==> src/rtl/echo_decoder_if.sv <==
// echo_decoder_if: frame control, receive echo and per-frame result bundle for echo_decoder.
interface echo_decoder_if;
    logic        enable;
    logic        frame_sync;
    logic        echo;
    logic [15:0] pattern;
    logic [15:0] mask;
    logic [15:0] pulse_len;
    logic [31:0] blank_len;
    logic [31:0] listen_len;
    logic [4:0]  max_err;
    logic        busy;
    logic        result_valid;
    logic [31:0] tof;
    logic [15:0] rx_bits;
    logic [4:0]  err_cnt;
    logic        hit;
    logic        timeout;

    modport master (
        output enable, frame_sync, echo, pattern, mask, pulse_len, blank_len, listen_len, max_err,
        input  busy, result_valid, tof, rx_bits, err_cnt, hit, timeout
    );

    modport slave (
        input  enable, frame_sync, echo, pattern, mask, pulse_len, blank_len, listen_len, max_err,
        output busy, result_valid, tof, rx_bits, err_cnt, hit, timeout
    );
endinterface

==> src/rtl/echo_decoder.sv <==
// echo_decoder: time-of-flight measurement and phase-code demodulation of an ultrasound echo.
// Optional macro ECHO_SYNC_EN puts a 2-FF synchronizer in front of the echo input.
module echo_decoder #(
    parameter int unsigned HALF_PERIOD = 9
) (
    input  logic          clk,
    input  logic          rstn,
    echo_decoder_if.slave bus
);
    localparam int unsigned CNT_W = 32;
    localparam int unsigned SYM_W = 4;
    localparam int unsigned ERR_W = 5;
    localparam logic [CNT_W-1:0] TWO_HP   = CNT_W'(2 * HALF_PERIOD);
    localparam logic [CNT_W-1:0] HP_LAST  = CNT_W'(HALF_PERIOD - 1);
    localparam logic             REF_INIT = (HALF_PERIOD > 1) ? 1'b1 : 1'b0;
    localparam logic [CNT_W-1:0] PH_INIT  = (HALF_PERIOD > 1) ? CNT_W'(1) : '0;

    typedef enum logic [1:0] {S_IDLE, S_LISTEN, S_DECODE, S_REPORT} state_t;

    state_t            r_state, w_state_next;
    logic              w_echo, r_echo_prev;
    logic [15:0]       r_pattern, r_mask, r_rx_acc, w_rx_final;
    logic [CNT_W-1:0]  r_sym_len, r_blank, r_listen, r_tof_cnt, r_tof_meas;
    logic [CNT_W-1:0]  r_agree, r_win_cnt, r_ph_cnt, w_agree_sum, w_sym_len_in;
    logic [ERR_W-1:0]  r_max_err, r_err_acc, w_err_sum;
    logic [SYM_W-1:0]  r_sym, r_k0, w_k0;
    logic [15:0]       w_pl_eff;
    logic              r_ref, r_ref_bit;
    logic              w_start, w_arrival, w_listen_to, w_win_end, w_last_win;
    logic              w_rel_bit, w_abs_bit, w_sym_err;
    logic              w_go_decode, w_done_decode, w_done_timeout;
    logic              r_busy, r_valid, r_hit, r_timeout;
    logic [CNT_W-1:0]  r_tof;
    logic [15:0]       r_rx_bits;
    logic [ERR_W-1:0]  r_err_cnt;

`ifdef ECHO_SYNC_EN
    logic [1:0] r_echo_sync;
    // Two-stage synchronizer for the asynchronous comparator output
    always_ff @(posedge clk) begin
        if (!rstn) r_echo_sync <= '0;
        else       r_echo_sync <= {r_echo_sync[0], bus.echo};
    end
    assign w_echo = r_echo_sync[1];
`else
    assign w_echo = bus.echo;
`endif

    // First masked-in symbol index (k0) from the incoming mask
    always_comb begin
        w_k0 = '0;
        for (int i = 15; i >= 0; i--) begin
            if (bus.mask[i]) w_k0 = SYM_W'(i);
        end
    end

    assign w_pl_eff     = (bus.pulse_len == '0) ? 16'd1 : bus.pulse_len;
    assign w_sym_len_in = CNT_W'(w_pl_eff) * TWO_HP;

    assign w_start     = bus.enable && bus.frame_sync && (r_state != S_REPORT);
    assign w_arrival   = (r_state == S_LISTEN) && w_echo && !r_echo_prev && (r_tof_cnt >= r_blank);
    assign w_listen_to = (r_state == S_LISTEN) && !w_arrival && (r_tof_cnt == r_listen);
    assign w_agree_sum = r_agree + CNT_W'(w_echo == r_ref);
    assign w_win_end   = (r_state == S_DECODE) && (r_win_cnt == r_sym_len - CNT_W'(1));
    assign w_last_win  = w_win_end && (r_sym == SYM_W'(15));
    // Majority vote against the local reference; a tie decodes as 0
    assign w_rel_bit   = {w_agree_sum, 1'b0} < {1'b0, r_sym_len};
    assign w_abs_bit   = w_rel_bit ^ r_ref_bit;
    assign w_sym_err   = r_mask[r_sym] && (w_abs_bit != r_pattern[r_sym]);
    assign w_err_sum   = r_err_acc + ERR_W'(w_sym_err);

    // Final received word including the decision of window 15
    always_comb begin
        w_rx_final = r_rx_acc;
        if (r_mask[15]) w_rx_final[15] = w_abs_bit;
    end

    // State register
    always_ff @(posedge clk) begin
        if (!rstn) r_state <= S_IDLE;
        else       r_state <= w_state_next;
    end

    // Next-state logic and frame-completion strobes
    always_comb begin
        w_state_next   = r_state;
        w_go_decode    = 1'b0;
        w_done_decode  = 1'b0;
        w_done_timeout = 1'b0;
        if (!bus.enable) begin
            w_state_next = S_IDLE;
        end else if (w_start) begin
            if (bus.mask == '0) begin
                w_state_next   = S_REPORT;
                w_done_timeout = 1'b1;
            end else begin
                w_state_next = S_LISTEN;
            end
        end else begin
            case (r_state)
                S_IDLE:   w_state_next = S_IDLE;
                S_LISTEN: begin
                    if (w_arrival) begin
                        w_state_next = S_DECODE;
                        w_go_decode  = 1'b1;
                    end else if (w_listen_to) begin
                        w_state_next   = S_REPORT;
                        w_done_timeout = 1'b1;
                    end
                end
                S_DECODE: begin
                    if (w_last_win) begin
                        w_state_next  = S_REPORT;
                        w_done_decode = 1'b1;
                    end
                end
                S_REPORT: w_state_next = S_IDLE;
                default:  w_state_next = S_IDLE;
            endcase
        end
    end

    // Config latch, tof counter, symbol correlator and registered result outputs
    always_ff @(posedge clk) begin
        if (!rstn) begin
            r_echo_prev <= 1'b0;
            r_pattern   <= '0;
            r_mask      <= '0;
            r_sym_len   <= '0;
            r_blank     <= '0;
            r_listen    <= '0;
            r_max_err   <= '0;
            r_k0        <= '0;
            r_ref_bit   <= 1'b0;
            r_tof_cnt   <= '0;
            r_tof_meas  <= '0;
            r_agree     <= '0;
            r_win_cnt   <= '0;
            r_ph_cnt    <= '0;
            r_ref       <= 1'b0;
            r_sym       <= '0;
            r_rx_acc    <= '0;
            r_err_acc   <= '0;
            r_busy      <= 1'b0;
            r_valid     <= 1'b0;
            r_tof       <= '0;
            r_rx_bits   <= '0;
            r_err_cnt   <= '0;
            r_hit       <= 1'b0;
            r_timeout   <= 1'b0;
        end else begin
            r_echo_prev <= w_echo;
            // Count holds clocks elapsed since frame_sync in the current cycle
            if (w_start) begin
                r_pattern <= bus.pattern;
                r_mask    <= bus.mask;
                r_sym_len <= w_sym_len_in;
                r_blank   <= bus.blank_len;
                r_listen  <= bus.listen_len;
                r_max_err <= bus.max_err;
                r_k0      <= w_k0;
                r_ref_bit <= bus.pattern[w_k0];
                r_tof_cnt <= CNT_W'(1);
            end else if ((r_state == S_LISTEN) && (r_tof_cnt != '1)) begin
                r_tof_cnt <= r_tof_cnt + CNT_W'(1);
            end

            if (w_go_decode) begin
                // Arrival cycle is sample 0 of the first window; echo and ref are both high
                r_tof_meas <= r_tof_cnt;
                r_agree    <= CNT_W'(1);
                r_win_cnt  <= CNT_W'(1);
                r_ref      <= REF_INIT;
                r_ph_cnt   <= PH_INIT;
                r_sym      <= r_k0;
                r_rx_acc   <= '0;
                r_err_acc  <= '0;
            end else if (r_state == S_DECODE) begin
                if (r_ph_cnt == HP_LAST) begin
                    r_ph_cnt <= '0;
                    r_ref    <= ~r_ref;
                end else begin
                    r_ph_cnt <= r_ph_cnt + CNT_W'(1);
                end
                if (w_win_end) begin
                    r_agree   <= '0;
                    r_win_cnt <= '0;
                    r_sym     <= r_sym + SYM_W'(1);
                    r_err_acc <= w_err_sum;
                    if (r_mask[r_sym]) r_rx_acc[r_sym] <= w_abs_bit;
                end else begin
                    r_agree   <= w_agree_sum;
                    r_win_cnt <= r_win_cnt + CNT_W'(1);
                end
            end

            r_busy  <= (w_state_next != S_IDLE);
            r_valid <= w_done_decode || w_done_timeout;
            if (w_done_timeout) begin
                r_timeout <= 1'b1;
                r_rx_bits <= '0;
                r_err_cnt <= '0;
                r_hit     <= 1'b0;
            end else if (w_done_decode) begin
                r_timeout <= 1'b0;
                r_tof     <= r_tof_meas;
                r_rx_bits <= w_rx_final;
                r_err_cnt <= w_err_sum;
                r_hit     <= (w_err_sum <= r_max_err);
            end
        end
    end

    assign bus.busy         = r_busy;
    assign bus.result_valid = r_valid;
    assign bus.tof          = r_tof;
    assign bus.rx_bits      = r_rx_bits;
    assign bus.err_cnt      = r_err_cnt;
    assign bus.hit          = r_hit;
    assign bus.timeout      = r_timeout;
endmodule

==> src/flat_wrapper.sv <==
// flat-port wrapper written by rule: the top's interface ports become plain ports
module echo_decoder_flat 
#(
    parameter int unsigned HALF_PERIOD = 9
)
  (clk, rstn, bus_enable, bus_frame_sync, bus_echo, bus_pattern, bus_mask, bus_pulse_len, bus_blank_len, bus_listen_len, bus_max_err, bus_busy, bus_result_valid, bus_tof, bus_rx_bits, bus_err_cnt, bus_hit, bus_timeout);
  echo_decoder_if bus_i ();
  input  logic clk;
  input  logic rstn;
  input wire logic [$bits(bus_i.enable)-1:0] bus_enable;
  input wire logic [$bits(bus_i.frame_sync)-1:0] bus_frame_sync;
  input wire logic [$bits(bus_i.echo)-1:0] bus_echo;
  input wire logic [$bits(bus_i.pattern)-1:0] bus_pattern;
  input wire logic [$bits(bus_i.mask)-1:0] bus_mask;
  input wire logic [$bits(bus_i.pulse_len)-1:0] bus_pulse_len;
  input wire logic [$bits(bus_i.blank_len)-1:0] bus_blank_len;
  input wire logic [$bits(bus_i.listen_len)-1:0] bus_listen_len;
  input wire logic [$bits(bus_i.max_err)-1:0] bus_max_err;
  output wire logic [$bits(bus_i.busy)-1:0] bus_busy;
  output wire logic [$bits(bus_i.result_valid)-1:0] bus_result_valid;
  output wire logic [$bits(bus_i.tof)-1:0] bus_tof;
  output wire logic [$bits(bus_i.rx_bits)-1:0] bus_rx_bits;
  output wire logic [$bits(bus_i.err_cnt)-1:0] bus_err_cnt;
  output wire logic [$bits(bus_i.hit)-1:0] bus_hit;
  output wire logic [$bits(bus_i.timeout)-1:0] bus_timeout;
  assign bus_i.enable = bus_enable;
  assign bus_i.frame_sync = bus_frame_sync;
  assign bus_i.echo = bus_echo;
  assign bus_i.pattern = bus_pattern;
  assign bus_i.mask = bus_mask;
  assign bus_i.pulse_len = bus_pulse_len;
  assign bus_i.blank_len = bus_blank_len;
  assign bus_i.listen_len = bus_listen_len;
  assign bus_i.max_err = bus_max_err;
  assign bus_busy = bus_i.busy;
  assign bus_result_valid = bus_i.result_valid;
  assign bus_tof = bus_i.tof;
  assign bus_rx_bits = bus_i.rx_bits;
  assign bus_err_cnt = bus_i.err_cnt;
  assign bus_hit = bus_i.hit;
  assign bus_timeout = bus_i.timeout;
  echo_decoder #(.HALF_PERIOD(HALF_PERIOD)) u_core (.clk(clk), .rstn(rstn), .bus(bus_i));
endmodule
==> config.mk <==
export PLATFORM = sky130hd
export DESIGN_NAME = echo_decoder_flat
export DESIGN_NICKNAME = d
export VERILOG_FILES = /design/src/rtl/echo_decoder_if.sv /design/src/rtl/echo_decoder.sv /design/src/flat_wrapper.sv
export SDC_FILE = /design/constraint.sdc
export NUM_CORES = 1
export LEC_CHECK = 0
export BUFFER_PORTS_ARGS = -buffer_cell sky130_fd_sc_hd__buf_2
export CAP_MARGIN = 25
export CORE_MARGIN = 2
export CORE_UTILIZATION = 30
export CTS_BUF_LIST = sky130_fd_sc_hd__clkbuf_4
export DETAILED_ROUTE_END_ITERATION = 16
export PLACE_DENSITY_LB_ADDON = 0.05
export SYNTH_ARGS = -nofsm -noshare
export SYNTH_HDL_FRONTEND = slang
export SYNTH_SLANG_ARGS = --single-unit
==> constraint.sdc <==
create_clock -name clk -period 6.9 [get_ports clk]
set_input_delay 0.69 -clock clk [delete_from_list [all_inputs] [get_ports clk]]
set_output_delay 0.69 -clock clk [all_outputs]
set_load 0.03 [all_outputs]
After elaboration in Yosys (flattened, before gate mapping)
Index checks and enable logic that the tools add are counted.
{"block": "classes", "addsub": 7, "multipliers": 1, "n_lt_le_gt_ge": 6, "n_eq_ne": 11, "mux": 67, "bitwise": 4, "n_reduce_logical": 33}
{"op": "$add 32x1->32 const B", "n": 3}
{"op": "$mux 32", "n": 3}
{"op": "$mux 4", "n": 19}
{"op": "$eq 32x32->1", "n": 2}
{"op": "$lt 33x21->1", "n": 1}
{"op": "$add 32x1->32", "n": 1}
{"op": "$eq 32x4->1 const B", "n": 1}
{"op": "$ge 32x32->1", "n": 1}
{"op": "$logic_not 16->1", "n": 2}
{"op": "$mux 1", "n": 32}
{"op": "$ne 32x32->1 const B", "n": 1}
{"op": "$sub 21x1->22 const B", "n": 1}
{"op": "$mul 16x4->20 const B", "n": 1}
{"op": "$bwmux 16", "n": 1}
{"op": "$mux 16", "n": 1}
{"op": "$bmux 1 s4", "n": 3}
{"op": "$logic_and 1x1->1", "n": 12}
{"op": "$mux 2", "n": 6}
{"op": "$reduce_bool 2->1", "n": 6}
{"op": "$lt 4x5->1 const B", "n": 2}
{"op": "$reduce_and 2->1", "n": 4}
{"op": "$reduce_or 2->1", "n": 4}
{"op": "$pmux 2 s3", "n": 1}
{"op": "$add 5x1->5", "n": 1}
{"op": "16 further kinds", "n": 20}
{"block": "word_totals", "regBits": 372, "input_bits": 122, "out_inout_bits": 57, "word_cells": 159}

Longest topological paths before layout
{"block": "logic_depth", "word_depth": 18, "depth_mapped": 28, "ltp_nobuf": 27}

Least setup slack after synthesis
OpenSTA, ideal clock, no wires.
{"block": "synth_timing", "kind": "input to register", "start": "input port bus_echo", "end": "register u_core.r_hit (netlist: u_core.bus.hit)", "setup_ps": 78, "arrival_ps": 6521, "t_required_ps": 6822, "slack_ps": 302, "stages": 26, "n_path_buf": 1, "path_cell_list": "xnor2_1 ha_1 nand4_1 nor4_1 and3_1 xor2_1 ha_1 nand4_1 nor3_1 a221o_1 or3_1 or4_1 or4_1 and2_1 buf_6 mux2i_1 ha_1 ha_1 ha_1 nor2b_1 o21a_1 o21ai_0 nand2b_1 a21oi_1 a311oi_1 nor3_1"}
{"block": "synth_via", "elab_cells_between_ends": 20, "cone_classes": "add/sub (2); order compare (2); eq/ne (2); mux (5); bitwise (1); reduce/logical (8)"}
{"element": "from (decl)", "line_no": "flat_wrapper.sv:12", "source": "input wire logic [$bits(bus_i.echo)-1:0] bus_echo;"}
{"element": "$eq 1x1->1", "line_no": "echo_decoder.sv:63", "source": "assign w_agree_sum = r_agree + CNT_W'(w_echo == r_ref);"}
{"element": "$add 32x1->32", "line_no": "echo_decoder.sv:63"}
{"element": "$lt 33x21->1", "line_no": "echo_decoder.sv:67", "source": "assign w_rel_bit = {w_agree_sum, 1'b0} < {1'b0, r_sym_len};"}
{"element": "$xor 1x1->1", "line_no": "echo_decoder.sv:68", "source": "assign w_abs_bit = w_rel_bit ^ r_ref_bit;"}
{"element": "$ne 1x1->1", "line_no": "echo_decoder.sv:69", "source": "assign w_sym_err = r_mask[r_sym] && (w_abs_bit != r_pattern[r_sym]);"}
{"element": "$logic_and 1x1->1", "line_no": "echo_decoder.sv:69"}
{"element": "$add 5x1->5", "line_no": "echo_decoder.sv:70", "source": "assign w_err_sum = r_err_acc + ERR_W'(w_sym_err);"}
{"element": "via u_core.w_err_sum[1]", "line_no": "echo_decoder.sv:25", "source": "logic [ERR_W-1:0] r_max_err, r_err_acc, w_err_sum;"}
{"element": "$le 5x5->1", "line_no": "echo_decoder.sv:209", "source": "r_hit <= (w_err_sum <= r_max_err);"}
{"element": "to (signal assigned)", "line_no": "echo_decoder.sv:209"}
{"element": "to (decl)", "line_no": "echo_decoder.sv:32", "source": "logic r_busy, r_valid, r_hit, r_timeout;"}
The timed path passes the listed nets, and every way through them passes these cells.
A chain may end at the register's enable or synchronous reset.

Worst setup path after layout
{"block": "layout_timing", "start": "register u_core.r_ref", "end": "register u_core.r_hit (netlist: u_core.bus.hit)"}
{"block": "layout_via", "elab_chain_len": 8}
{"element": "from (decl)", "line_no": "echo_decoder.sv:28", "source": "logic r_ref, r_ref_bit;"}
{"element": "from (signal assigned)", "line_no": "echo_decoder.sv:181", "source": "r_ref <= ~r_ref;"}
{"element": "$eq 1x1->1", "line_no": "echo_decoder.sv:63"}
{"element": "$add 32x1->32", "line_no": "echo_decoder.sv:63"}
{"element": "$lt 33x21->1", "line_no": "echo_decoder.sv:67"}
{"element": "$xor 1x1->1", "line_no": "echo_decoder.sv:68"}
{"element": "$ne 1x1->1", "line_no": "echo_decoder.sv:69"}
{"element": "$logic_and 1x1->1", "line_no": "echo_decoder.sv:69"}
{"element": "$add 5x1->5", "line_no": "echo_decoder.sv:70"}
{"element": "via u_core.w_err_sum[1]", "line_no": "echo_decoder.sv:25"}
{"element": "$le 5x5->1", "line_no": "echo_decoder.sv:209"}
The timed path passes the listed nets, and every way through them passes these cells.

==> out/metrics.sh <==
MAX_FREQ_GHz=0.157
GRT_PASS1_WL_UM=95500
DRTANTENNAVIOLNETS=0
GRT-OVFL-TOTAL=0
SYNTH-EDFF-COUNT=0
PLACEABLE_CORE_REGION_UM2=63300
WORST_HOLD_PATH.ENDPOINT='u_core.r_listen[19]'
LARGEST_CELLS_BY_AREA_AFTER_SYNTHESIS='dfxtp_1, nand2_1, ha_1'
FIN_CRIT_SH_PCT=92.1
FINALHOLDVIOLCOUNT=0
PIN_COUNT=179
FINAL-SETUP-VIOL-COUNT=0
FINALWEIGHTEDCONGESTION=0.805
POWER.DENSITY_nW_PER_UM2=211
CLK_PATH_BUF_DEPTH=3
LAYOUT_COMMON_CELLS='dfxtp_1, nand2_1, nor2_1'
ANTENNA_FOUND_INITIAL=6
ROUTED_VIA_COUNT=17300
ROUTE.DETAILED.WL_PER_INST_UM=17.0
MOSTFREQUENTLAYOUTCELL='dfxtp_1'
DETAIL_ROUTE.ITER0.VIOLATIONS=713
VIAS_PER_CELL=4.88
CLOCK_INSERTION_DELAY_WORST_SKEW_NS=0.89
TIMING.HOLD.WORST.CLASS='input port to register'
FINAL.MIN_CLOCK_PERIOD_NS=6.36
WORST-ENDPOINT-ARRIVAL_NS=7.06
CTS_TREE='done'
FLOORPLAN.INITIALDENSITY_PCT=30.5
DRV.MAX_CAP_VIOLATION_COUNT=0
CRITICAL_PATH.ENDPOINT_TYPE='register'
HPWLAFTERDP_UM=42500
R2R_END='u_core.bus.hit'
MAX-SLEW-MARGIN-REL_PCT=33.0
WORST_CLOCK_SKEW_NS=0.0779
SYNTHFLOPTYPE='dfxtp_1'
POWER_mW=4.92
SYNTH_SEQUENTIAL_AREA_RATIO_PCT=38.6
SYNTH.TOP_CELL.AREA_SHARE_PCT=38.6
SYNTH_ASYNC_SR_FLOP_SHARE_PCT=0
WARNING_COUNT_FROM_THE_YOSYS_RUN=0
CRITICAL_PATH_DATA_REQUIRED_TIME_NS=7.60
R2R_START='u_core.r_ref'
P_LEAK_nW=9.10
GRT_USE_TOTAL_PCT=18.0
FP.DIEH_UM=258
HTREE_NUM_LEVELS=3
FIRST_GLOBAL_VIAS=17400
FINAL_MAX_SLEW_VIOLATION_COUNT=0
MAXIMUM_NUMBER_OF_PINS_ON_ONE_NET_BEFORE_GLOBAL_ROUTE_REPAIR=84
ROUTE.DETAILED.DRC=0
DRIVE_GT1_SHARE_PCT=16.6
CLK_PIN_SLEW_WORST_SETUP_HOLD_PATHS_NS=0.06
SYNTH_SEQ_CELLS=372
SYNTHDOMINANTAREACELLTYPE='dfxtp_1'
PLACEMENT_ROWS=92
WORST_CASE_VDD_IR_DROP_uV=93.3
MAPPEDNETLISTAREA_UM2=19300
NNETSFINAL=2844
PLACEMENT.IO_BUFFERS=178
DESIGN.DIE.AREA_UM2=66400
CP_LAUNCH_TYPE='register'
SYNTHTOLAYOUTAREAGROWTH_PCT=20.7
SYNTHDISTINCTLIBCELLS=73
TOTALNEGATIVESETUPSLACK_NS=0
FINAL_UTIL_PCT=36.8
NUMBER_OF_CTS_INSERTED_BUFFERS=110
CRITICAL_PATH_PEAK_FANOUT=4
RSZ0062_AT_GRT='false'
TIGHTESTPINTRANSITION_NS=0.999
HOLD_PATH.STARTPOINT='bus_listen_len[19]'
SYN_INST=2355
FINALWIRELENGTH_UM=60200
DRT_PRE_ANTENNA_ITERS=5
FIN_WORST_HOLD_SLACK_NS=0.102
TIMING.SETUP.CRITICAL_PATH_CLASS='register to register'
RR_WORST_DEPTH=26
WORST_HOLD_PATH.NUM_CELLS=3
SYNTH_NETS=2573
CTSROOTBUFFERMASTER='clkbuf_4'
AVERAGE_CELL_AREA_AFTER_SYNTHESIS_UM2=8.19
RUN_STATUS='finished clean'
MINIMUM_SETUP_SLACK_AMONG_REG_TO_REG_PATHS_NS=0.54
DIE_W_UM=258
CLOCK-SINKS=372
worst max-delay path by stage:
stage / start / slack, ns / depth (start not counted) / to
final: u_core.r_ref / 0.54 / 26 / u_core.bus.hit
after global routing: u_core.r_ref / 0.17 / 26 / u_core.bus.hit
after CTS: u_core.r_ref / 0.20 / 26 / u_core.bus.hit
after detailed placement: bus_echo / -0.23 / 27 / u_core.bus.hit
after global placement: bus_echo / -0.18 / 27 / u_core.bus.hit
after floorplan: bus_echo / 0.30 / 26 / u_core.bus.hit
per-layer routing:
layer | share of wire, % | vias up | global-route usage [%] | routed length [µm]
met2 | 50 | 301 | 32.3 | 30400
met1 | 43 | 8149 | 21.4 | 26100
li1 | - | 8743 | - | -
met3 | 3.8 | 117 | 3.71 | 2280
met5 | 0.056 | - | 0 | 34
met4 | 2.3 | 6 | 5.80 | 1410
repair_timing:
item | in CTS | in global routing
hold buffers | 86 | 0
resized for setup | 0 | 1
endpoints found under the hold margin | 86 | 0
buffers inserted | 0 | 0
setup endpoints to repair | 0 | 1
registers in the layout, summed over array words and instances, names as in the netlist, 2 cells and up:
signal,count
u_core.bus.err_cnt,5
u_core.bus.rx_bits,16
u_core.bus.tof,32
u_core.r_agree,32
u_core.r_blank,32
u_core.r_err_acc,5
u_core.r_k0,4
u_core.r_listen,32
u_core.r_mask,16
u_core.r_max_err,5
u_core.r_pattern,16
u_core.r_ph_cnt,32
u_core.r_rx_acc,16
u_core.r_state,2
u_core.r_sym,4
u_core.r_sym_len,20
u_core.r_tof_cnt,32
u_core.r_tof_meas,32
u_core.r_win_cnt,32
cell type report:
type	count	area (µm²)
Sequential cell	372	7450
Inverter	77	294
Antenna cell	4	10.0
Tap cell	846	1060
Clock inverter	19	93.8
Timing Repair Buffer	308	2110
Multi-Input combinational cell	1757	11000
Fill cell	6760	40000
Clock buffer	167	1250
worst max-delay path, stage by stage (launching register included):
cell and delay [ns]:
dfxtp_1 0.36, xnor2_1 0.13, ha_1 0.21, ha_1 0.19
nand3_2 0.09, nor4_2 0.61, nand2_1 0.18, xnor2_1 0.17
ha_1 0.31, nand4_1 0.13, nor3_1 0.09, a221o_1 0.31
or3_1 0.38, or4_1 0.60, or4_1 0.51, and2_1 0.20
mux2i_1 0.13, ha_1 0.21, ha_1 0.30, ha_1 0.29
nor2b_1 0.14, o21a_1 0.13, o21ai_0 0.07, nand2b_1 0.07
a21oi_1 0.06, a311oi_1 0.28, nor3_1 0.07
power breakdown:
group	switching [mW]	total (mW)	internal [mW]
clock network	0.992	2.08	1.09
logic	0.330	0.582	0.252
registers	0.0600	2.26	2.20
total	1.38	4.92	3.54
cell usage after synthesis, drive strengths merged (16+ instances only):
| cell type | instances |
|---|---|
| xor2 | 73 |
| nand2 | 363 |
| buf | 19 |
| inv | 77 |
| or3 | 22 |
| o21ai | 50 |
| xnor2 | 108 |
| nor4 | 39 |
| clkbuf | 130 |
| a21oi | 187 |
| dfxtp | 372 |
| ha | 95 |
| and3 | 36 |
| nand3 | 84 |
| mux2i | 100 |
| nor3 | 37 |
| nand4 | 54 |
| a41oi | 16 |
| a211oi | 32 |
| nor2 | 273 |
stage by stage:
stage / instances / worst slack [ns] / area, µm²
floorplan: 2355 / 0.302 / 19300
global placement: 3270 / -0.184 / 21000
detailed placement: 3273 / -0.234 / 21000
CTS: 3545 / 0.195 / 23200
global route: 3550 / 0.172 / 23300
finish: 3550 / 0.545 / 23300
logic make-up (layout without fill, tap and decap cells):
family / Yosys count / in the layout / synth area share [%]
AND/OR/NAND/NOR: 999 / 999 / 23.9
flip-flops: 372 / 372 / 38.6
AO/OA/AOI/OAI: 366 / 366 / 11.8
buffers and inverters: 226 / 571 / 4.57
XOR/XNOR: 181 / 181 / 8.22
multiplexers: 115 / 115 / 6.65
adder cells (fa/ha/maj): 96 / 96 / 6.26
other: 0 / 4 / 0
(Power assumes the default switching activity.)
